**src/rtl/instruction_fetch_unit.sv**
```systemverilog
// instruction_fetch_unit: owns the PC, issues synchronous reads to instruction memory
// and feeds decode through a valid/ready port backed by a 2-entry (out + skid) buffer.
module instruction_fetch_unit #(
    parameter int ADDR_WIDTH = 32,
    parameter logic [ADDR_WIDTH-1:0] RESET_PC = '0,
    parameter int PC_STEP = 4
) (
    input  logic                  clock,
    input  logic                  reset,
    output logic [ADDR_WIDTH-1:0] read_addr,
    output logic                  read_en,
    input  logic [31:0]           instruction,
    input  logic                  redirect_valid,
    input  logic [ADDR_WIDTH-1:0] redirect_pc,
    input  logic                  halt,
    output logic                  out_valid,
    input  logic                  out_ready,
    output logic [31:0]           out_instr,
    output logic [ADDR_WIDTH-1:0] out_pc,
    output logic                  halted
);
    typedef enum logic [1:0] {BOOT, RUN, HALTED} state_t;
    state_t state, state_nx;
    logic [ADDR_WIDTH-1:0] pc, pending_pc, skid_pc;
    logic [31:0] skid_instr;
    logic pending, skid_valid, accept, out_free;
    logic [1:0] occupancy;
    assign read_addr = pc;
    // Occupancy nets out a same-cycle accept so a full-rate stream keeps issuing.
    always_comb begin
        accept    = out_valid && out_ready;
        out_free  = !out_valid || accept;
        occupancy = 2'(out_valid) + 2'(skid_valid) + 2'(pending) - 2'(accept);
        read_en   = state == RUN && !halt && !redirect_valid && occupancy < 2'd2;
        halted    = state == HALTED && !pending;
        state_nx  = state == BOOT ? RUN :
                    state == RUN  ? ((halt && !pending) ? HALTED : RUN) :
                    (halt ? HALTED : RUN);
    end
    always_ff @(posedge clock or posedge reset) begin
        if (reset)
            state <= BOOT;
        else
            state <= state_nx;
    end
    always_ff @(posedge clock or posedge reset) begin
        if (reset) begin
            pc         <= RESET_PC;
            pending    <= 1'b0;
            pending_pc <= '0;
            out_valid  <= 1'b0;
            out_instr  <= '0;
            out_pc     <= '0;
            skid_valid <= 1'b0;
            skid_instr <= '0;
            skid_pc    <= '0;
        end else if (redirect_valid) begin
            pc         <= {redirect_pc[ADDR_WIDTH-1:2], 2'b00};
            pending    <= 1'b0;
            out_valid  <= 1'b0;
            skid_valid <= 1'b0;
        end else begin
            pending <= read_en;
            if (read_en) begin
                pc         <= pc + ADDR_WIDTH'(PC_STEP);
                pending_pc <= pc;
            end
            // The returning word goes to whichever slot is free after this edge's pop.
            if (out_free && skid_valid) begin
                out_valid  <= 1'b1;
                out_instr  <= skid_instr;
                out_pc     <= skid_pc;
                skid_valid <= pending;
                if (pending) begin
                    skid_instr <= instruction;
                    skid_pc    <= pending_pc;
                end
            end else if (out_free) begin
                out_valid <= pending;
                if (pending) begin
                    out_instr <= instruction;
                    out_pc    <= pending_pc;
                end
            end else if (pending) begin
                skid_valid <= 1'b1;
                skid_instr <= instruction;
                skid_pc    <= pending_pc;
            end
        end
    end
endmodule

```
**config.mk**
```make
export PLATFORM = sky130hd
export DESIGN_NAME = instruction_fetch_unit
export DESIGN_NICKNAME = d
export VERILOG_FILES = /design/src/rtl/instruction_fetch_unit.sv
export SDC_FILE = /design/constraint.sdc
export NUM_CORES = 1
export LEC_CHECK = 0
export CORE_MARGIN = 1.5
export CORE_UTILIZATION = 30
export DETAILED_ROUTE_END_ITERATION = 10
export PLACE_DENSITY = 0.62
export SYNTH_ARGS = -nofsm -noshare
export SYNTH_HDL_FRONTEND = slang
export SYNTH_SLANG_ARGS = --single-unit
```
**constraint.sdc**
```tcl
create_clock -name clock -period 6.1 [get_ports clock]
set_input_delay 0.915 -clock clock [delete_from_list [all_inputs] [get_ports clock]]
set_output_delay 0.915 -clock clock [all_outputs]
set_load 0.01 [all_outputs]
```
==> results.json, run 1 <==
{
  "final_core_util": 0.397,
  "rsz0062_at_grt": "false",
  "synth_flop_cell": "dfrtp_1",
  "grt_use_total": 0.152,
  "critPathKind": "in2out",
  "ant_nets": 0,
  "hpwl_um": 13900,
  "drt-initial-drc-count": 437,
  "synth_most_common_cell": "dfrtp_1",
  "min_from": "skid_instr[13]$_DFFE_PP0P_",
  "worst-r2r-setup-slack_ps": 2840,
  "synthTopCellsByCount": "dfrtp_1, mux2_2, nor2_1, a21oi_1, mux2i_1",
  "yosys_warnings": 0,
  "cts_setup_buffers": 0,
  "clockRootBuffer": "clkbuf_16",
  "grt_first_pass_wirelength_um": 34400,
  "drive_above_1_share": 0.164,
  "gp_congestion": 0.755,
  "grt.overflow.total": 0,
  "clock_insertion_delay_worst_skew_ps": 430,
  "ir_drop_v": 0.000165,
  "worstSetupEndpointType": "output pin",
  "reg2reg_depth": 9,
  "area_growth_pct": 29.6,
  "cts_tree": "yes",
  "maxSlewHeadroom": 0.290,
  "synth_cell_types": 52,
  "core_area_um2": 27900,
  "io_pins": 168,
  "syn_inst": 746,
  "r2r-start": "out_valid$_DFFE_PP0P_",
  "async_flop_share": 1.00,
  "startpoint_type": "input pin",
  "drv_cap": 0,
  "post_synth_main_area_contributors": "dfrtp_1, mux2_2, mux2i_1, a21oi_1, nor2_1",
  "drc": 0,
  "clkSlewWorstSetupHoldPaths_ps": 70,
  "vias": 6231,
  "ctsResizeCount": 0,
  "rows": 61,
  "outcome": "completed",
  "start_util": 0.307,
  "reg2reg_to": "pending_pc[7]$_DFFE_PP0P_",
  "tightest_slew_ps": 1050,
  "dieArea_um2": 29600,
  "cp.arrival_ps": 3310,
  "syn_area_per_cell_um2": 11.5,
  "htreeDepth": 4,
  "cts_buffers": 17,
  "yosysSeqAreaShare": 0.552,
  "synth.top_cell.area_share": 0.552,
  "ys_ff_latch": 189,
  "wl_per_cell_um": 17.0,
  "p_leak_nw": 5.04,
  "vias_per_cell": 4.89,
  "clock.fmax_mhz": 236,
  "grt_pass1_vias": 6113,
  "timing.final.crit_share": 0.693,
  "synth_top_area_cell": "dfrtp_1",
  "clock_skew_ps": 9.43,
  "min_path_type": "reg2reg",
  "finalNetCount": 955,
  "post-place-ws_ps": 1850,
  "final_max_slew_viol_count": 0,
  "die-width_um": 172,
  "io_buffers": 161,
  "finalSetupViolCount": 0,
  "diodes": 0,
  "min_to": "skid_instr[13]$_DFFE_PP0P_",
  "hold_buffers": 0,
  "synth_enable_flop_cells": 0,
  "die_y_um": 172,
  "power_per_cell_area_nw_per_um2": 337,
  "path_max_fanout": 3,
  "period_minus_slack_ps": 4230,
  "totalWireLength_um": 21600,
  "grt_max_degree": 93,
  "antenna_found_initial": 1,
  "dr.pass1.iters": 4,
  "cts.path.max_buffers": 2,
  "worst_slack_ps": 1870,
  "cp.required_ps": 5180,
  "hold_violations": 0,
  "syn_area_um2": 8570,
  "whs_path_depth": 1,
  "clock-sinks": 189,
  "fin_tns_setup_ps": 0
}
layer usage:
metal  up-vias  wire length, µm  global-route usage
li1       2990                -                   -
met1      3047            10400               0.216
met2       174             9500               0.229
met3        18             1440              0.0352
met4         2              237              0.0446
met5         -               15                   0
cell families after synthesis:
kind of cell               after synthesis  share of synthesized area
muxes                                  157                      0.197
other                                    1                   0.000438
xor gates and xnor gates                 1                    0.00102
AOI/OAI and AO/OA                      127                     0.0863
and+or+nand+nor                        204                      0.123
DFF                                    189                      0.552
adders and majority gates                3                    0.00438
buffers and inverters                   64                     0.0349
state kept, by name, indices dropped and copies added (netlist names):
register,cells
pending,1
skid_pc,30
skid_instr,32
state,2
pending_pc,30
out_pc,30
out_instr,32
read_addr,30
skid_valid,1
out_valid,1
worst max-delay path, stage by stage:
cell and delay (ps):
clkdlybuf4s50_1 440, and2_1 170, ha_1 270, inv_1 40
ha_1 270, a21oi_1 330, mux2i_4 300, nor2_1 80
clkdlybuf4s50_1 500
per-stage QoR:
step / cells / power, mW / area [µm²] / hold slack (ps)
floorplan: 749 / 2.12 / 8580 / 479
global placement: 1242 / 2.62 / 10500 / 485
detailed placement: 1242 / 2.64 / 10500 / 492
CTS: 1274 / 3.80 / 11100 / 509
global route: 1274 / 3.96 / 11100 / 515
finish: 1274 / 3.74 / 11100 / 506
power by group:
group / switching (mW) / total, mW / internal, mW
combinational: 0.385 / 0.903 / 0.518
clock: 0.547 / 1.14 / 0.588
sequential: 0.187 / 1.70 / 1.51
total: 1.12 / 3.74 / 2.62
how the worst max path moves through the flow:
stage / start / end / slack (ps) / cells past startpoint
floorplan: reset / out_instr[0]$_DFFE_PP0P_ / 40 / 1
global placement: out_ready / pending_pc[12]$_DFFE_PP0P_ / 1880 / 10
detailed placement: out_ready / pending_pc[11]$_DFFE_PP0P_ / 1850 / 10
CTS: out_ready / read_en / 1860 / 9
global route: out_ready / read_en / 1790 / 9
finish: out_ready / read_en / 1870 / 9
cell usage in the layout (no fill, tap or decap), types with 9 or more instances in the layout:
| cell | synthesis | routed |
|---|---|---|
| nand3_1 | 16 | 16 |
| nor2b_1 | 9 | 9 |
| o31ai_1 | 9 | 9 |
| dfrtp_1 | 189 | 189 |
| a21oi_1 | 72 | 72 |
| a31oi_1 | 13 | 13 |
| or4_1 | 15 | 15 |
| mux2i_1 | 63 | 63 |
| clkdlybuf4s50_1 | 0 | 160 |
| mux2_2 | 93 | 93 |
| nand4_1 | 21 | 21 |
| nor2_1 | 83 | 82 |
| nand2_1 | 20 | 19 |
| o21ai_0 | 12 | 12 |
| clkbuf_16 | 0 | 17 |
final cells by class:
| type | instances | area [µm²] |
|---|---|---|
| Tap cell | 378 | 473 |
| Clock inverter | 15 | 176 |
| Clock buffer | 17 | 425 |
| Fill cell | 2763 | 16800 |
| Timing Repair Buffer | 169 | 1670 |
| Sequential cell | 189 | 4730 |
| Inverter | 10 | 45.0 |
| Multi-Input combinational cell | 496 | 3580 |
Note: power is estimated with default switching activity, not from simulation.
==> inputs of run 2 (changes only) <==
==> constraint.sdc (replaced) <==
create_clock -name clock -period 3.7 [get_ports clock]
set_input_delay 0.555 -clock clock [delete_from_list [all_inputs] [get_ports clock]]
set_output_delay 0.555 -clock clock [all_outputs]
set_load 0.01 [all_outputs]
==> run 2 against run 1 <==
  * Combinational power increased by 65%
  * Register-to-register slack got worse by 2000 ps
  * Via count grew 0.87%
  * Core utilization increased by 0.30 points
  * Worst hold slack got worse by 48 ps
==> results.json, run 2 (synthesized netlist as in run 1, its figures left out) <==
{
  "ctsResizeCount": 0,
  "wl_met2_um": 9860,
  "clock.fmax_mhz": 289,
  "vias": 6285,
  "fin_tns_setup_ps": 0,
  "wl_met3_um": 1310,
  "wl_met1_um": 10200,
  "clockRootBuffer": "clkbuf_16",
  "critPathMaxStageDelay_ps": 480,
  "clock-sinks": 189,
  "hold_violations": 0,
  "hpwl_um": 14400,
  "die_y_um": 172,
  "grt_first_pass_wirelength_um": 34700,
  "timing.final.crit_share": 0.935,
  "critPathKind": "in2out",
  "tightest_slew_ps": 1080,
  "cts_setup_buffers": 0,
  "drv_cap": 0,
  "final_cell_mix": "dfrtp_1, clkdlybuf4s50_1, mux2_2",
  "outcome": "completed",
  "min_path_type": "in2async",
  "clock_insertion_delay_worst_skew_ps": 430,
  "drt-initial-drc-count": 439,
  "clock_skew_ps": 10.9,
  "clkSlewWorstSetupHoldPaths_ps": 80,
  "critPathTopFamily": "buffers and inverters",
  "power_mw": 6.14,
  "rsz0062_at_grt": "false",
  "path_max_fanout": 4,
  "gp_congestion": 0.755,
  "finalSetupViolCount": 0,
  "io_buffers": 161,
  "area_growth_pct": 30.6,
  "core_area_um2": 27900,
  "final_core_util": 0.400,
  "power_per_cell_area_nw_per_um2": 549,
  "grt_max_degree": 125,
  "grt.overflow.total": 0,
  "rows": 61,
  "path_cells": "clkdlybuf4s50_1 -> and2_1 -> ha_1 -> inv_1 -> ha_1 -> a21oi_1 -> buf_4 -> mux2i_4 -> nor2_1 -> clkdlybuf4s50_1",
  "drc": 0,
  "drive_above_1_share": 0.169,
  "period_minus_slack_ps": 3460,
  "io_pins": 168,
  "cp.required_ps": 3140,
  "ir_drop_v": 0.000323,
  "startpoint_type": "input pin",
  "diodes": 0,
  "totalWireLength_um": 21700,
  "cts.path.max_buffers": 2,
  "cts_tree": "yes",
  "die-width_um": 172,
  "top_layer": "met4",
  "cts_buffers": 17,
  "start_util": 0.307,
  "vias_per_cell": 4.91,
  "grt_use_total": 0.153,
  "largestRegisters": "out_instr: 32 flops, skid_instr: 32 flops",
  "holdWs_ps": 458,
  "final_max_slew_viol_count": 0,
  "antenna_found_initial": 0,
  "maxSlewHeadroom": 0.273,
  "dr.pass1.iters": 4,
  "grt_pass1_vias": 6065,
  "htreeDepth": 4,
  "hold_buffers": 0,
  "worstSetupEndpointType": "output pin",
  "ant_nets": 0,
  "final_common_cell": "dfrtp_1",
  "path_buf_inv": 4,
  "p_leak_nw": 5.07,
  "wl_per_cell_um": 17.0,
  "critPathSlowestCell": "clkdlybuf4s50_1",
  "dieArea_um2": 29600,
  "cp.arrival_ps": 2900,
  "finalNetCount": 960
}
==> run 2: cell types whose count changed in the layout (fill, tap and decap cells not counted), sizes merged <==
| cell | change |
|---|---|
| clkinv | -1 |
| clkbuf | +1 |
| buf | +5 |
| inv | -3 |
| clkinvlp | +3 |
==> run 2: cell type report <==
class / instances / area, µm²
timing repair buffer: 174 / 1770
clock buffer: 18 / 439
fill: 2734 / 16700
tap: 378 / 473
multi-input combinational: 496 / 3580
sequential: 189 / 4730
inverter: 10 / 41.3
clock inverter: 14 / 150
==> run 2: final timing paths <==
kind / startpoint / to / slack [ps] / cells past startpoint
worst max-delay path: out_ready / read_en / 240 / 10
worst min-delay path: reset / out_pc[17]$_DFFE_PP0P_ / 460 / 2
worst max register to register: out_valid$_DFFE_PP0P_ / pending_pc[27]$_DFFE_PP0P_ / 830 / 9
worst min register to register: skid_instr[30]$_DFFE_PP0P_ / skid_instr[30]$_DFFE_PP0P_ / 500 / 1
max in group asynchronous: reset / pending_pc[21]$_DFFE_PP0P_ / 2260 / 3
min in group clock: skid_instr[30]$_DFFE_PP0P_ / skid_instr[30]$_DFFE_PP0P_ / 500 / 1
==> run 2: where the power goes <==
group	switching [mW]	internal (mW)	total, mW
registers	0.310	2.49	2.80
clock network	0.874	0.975	1.85
logic	0.634	0.859	1.49
total	1.82	4.32	6.14
==> run 2: through the flow <==
stage | cells | setup WS (ps) | instance area (µm²)
floorplan | 749 | 681 | 8580
global placement | 1247 | 166 | 10600
detailed placement | 1247 | 183 | 10600
CTS | 1279 | 218 | 11200
global route | 1279 | 110 | 11200
finish | 1279 | 241 | 11200
==> run 2: metal layers <==
metal	vias up	GRT usage
met5	-	0
met3	17	0.0382
met4	0	0.0499
li1	2986	-
met2	177	0.233
met1	3105	0.213
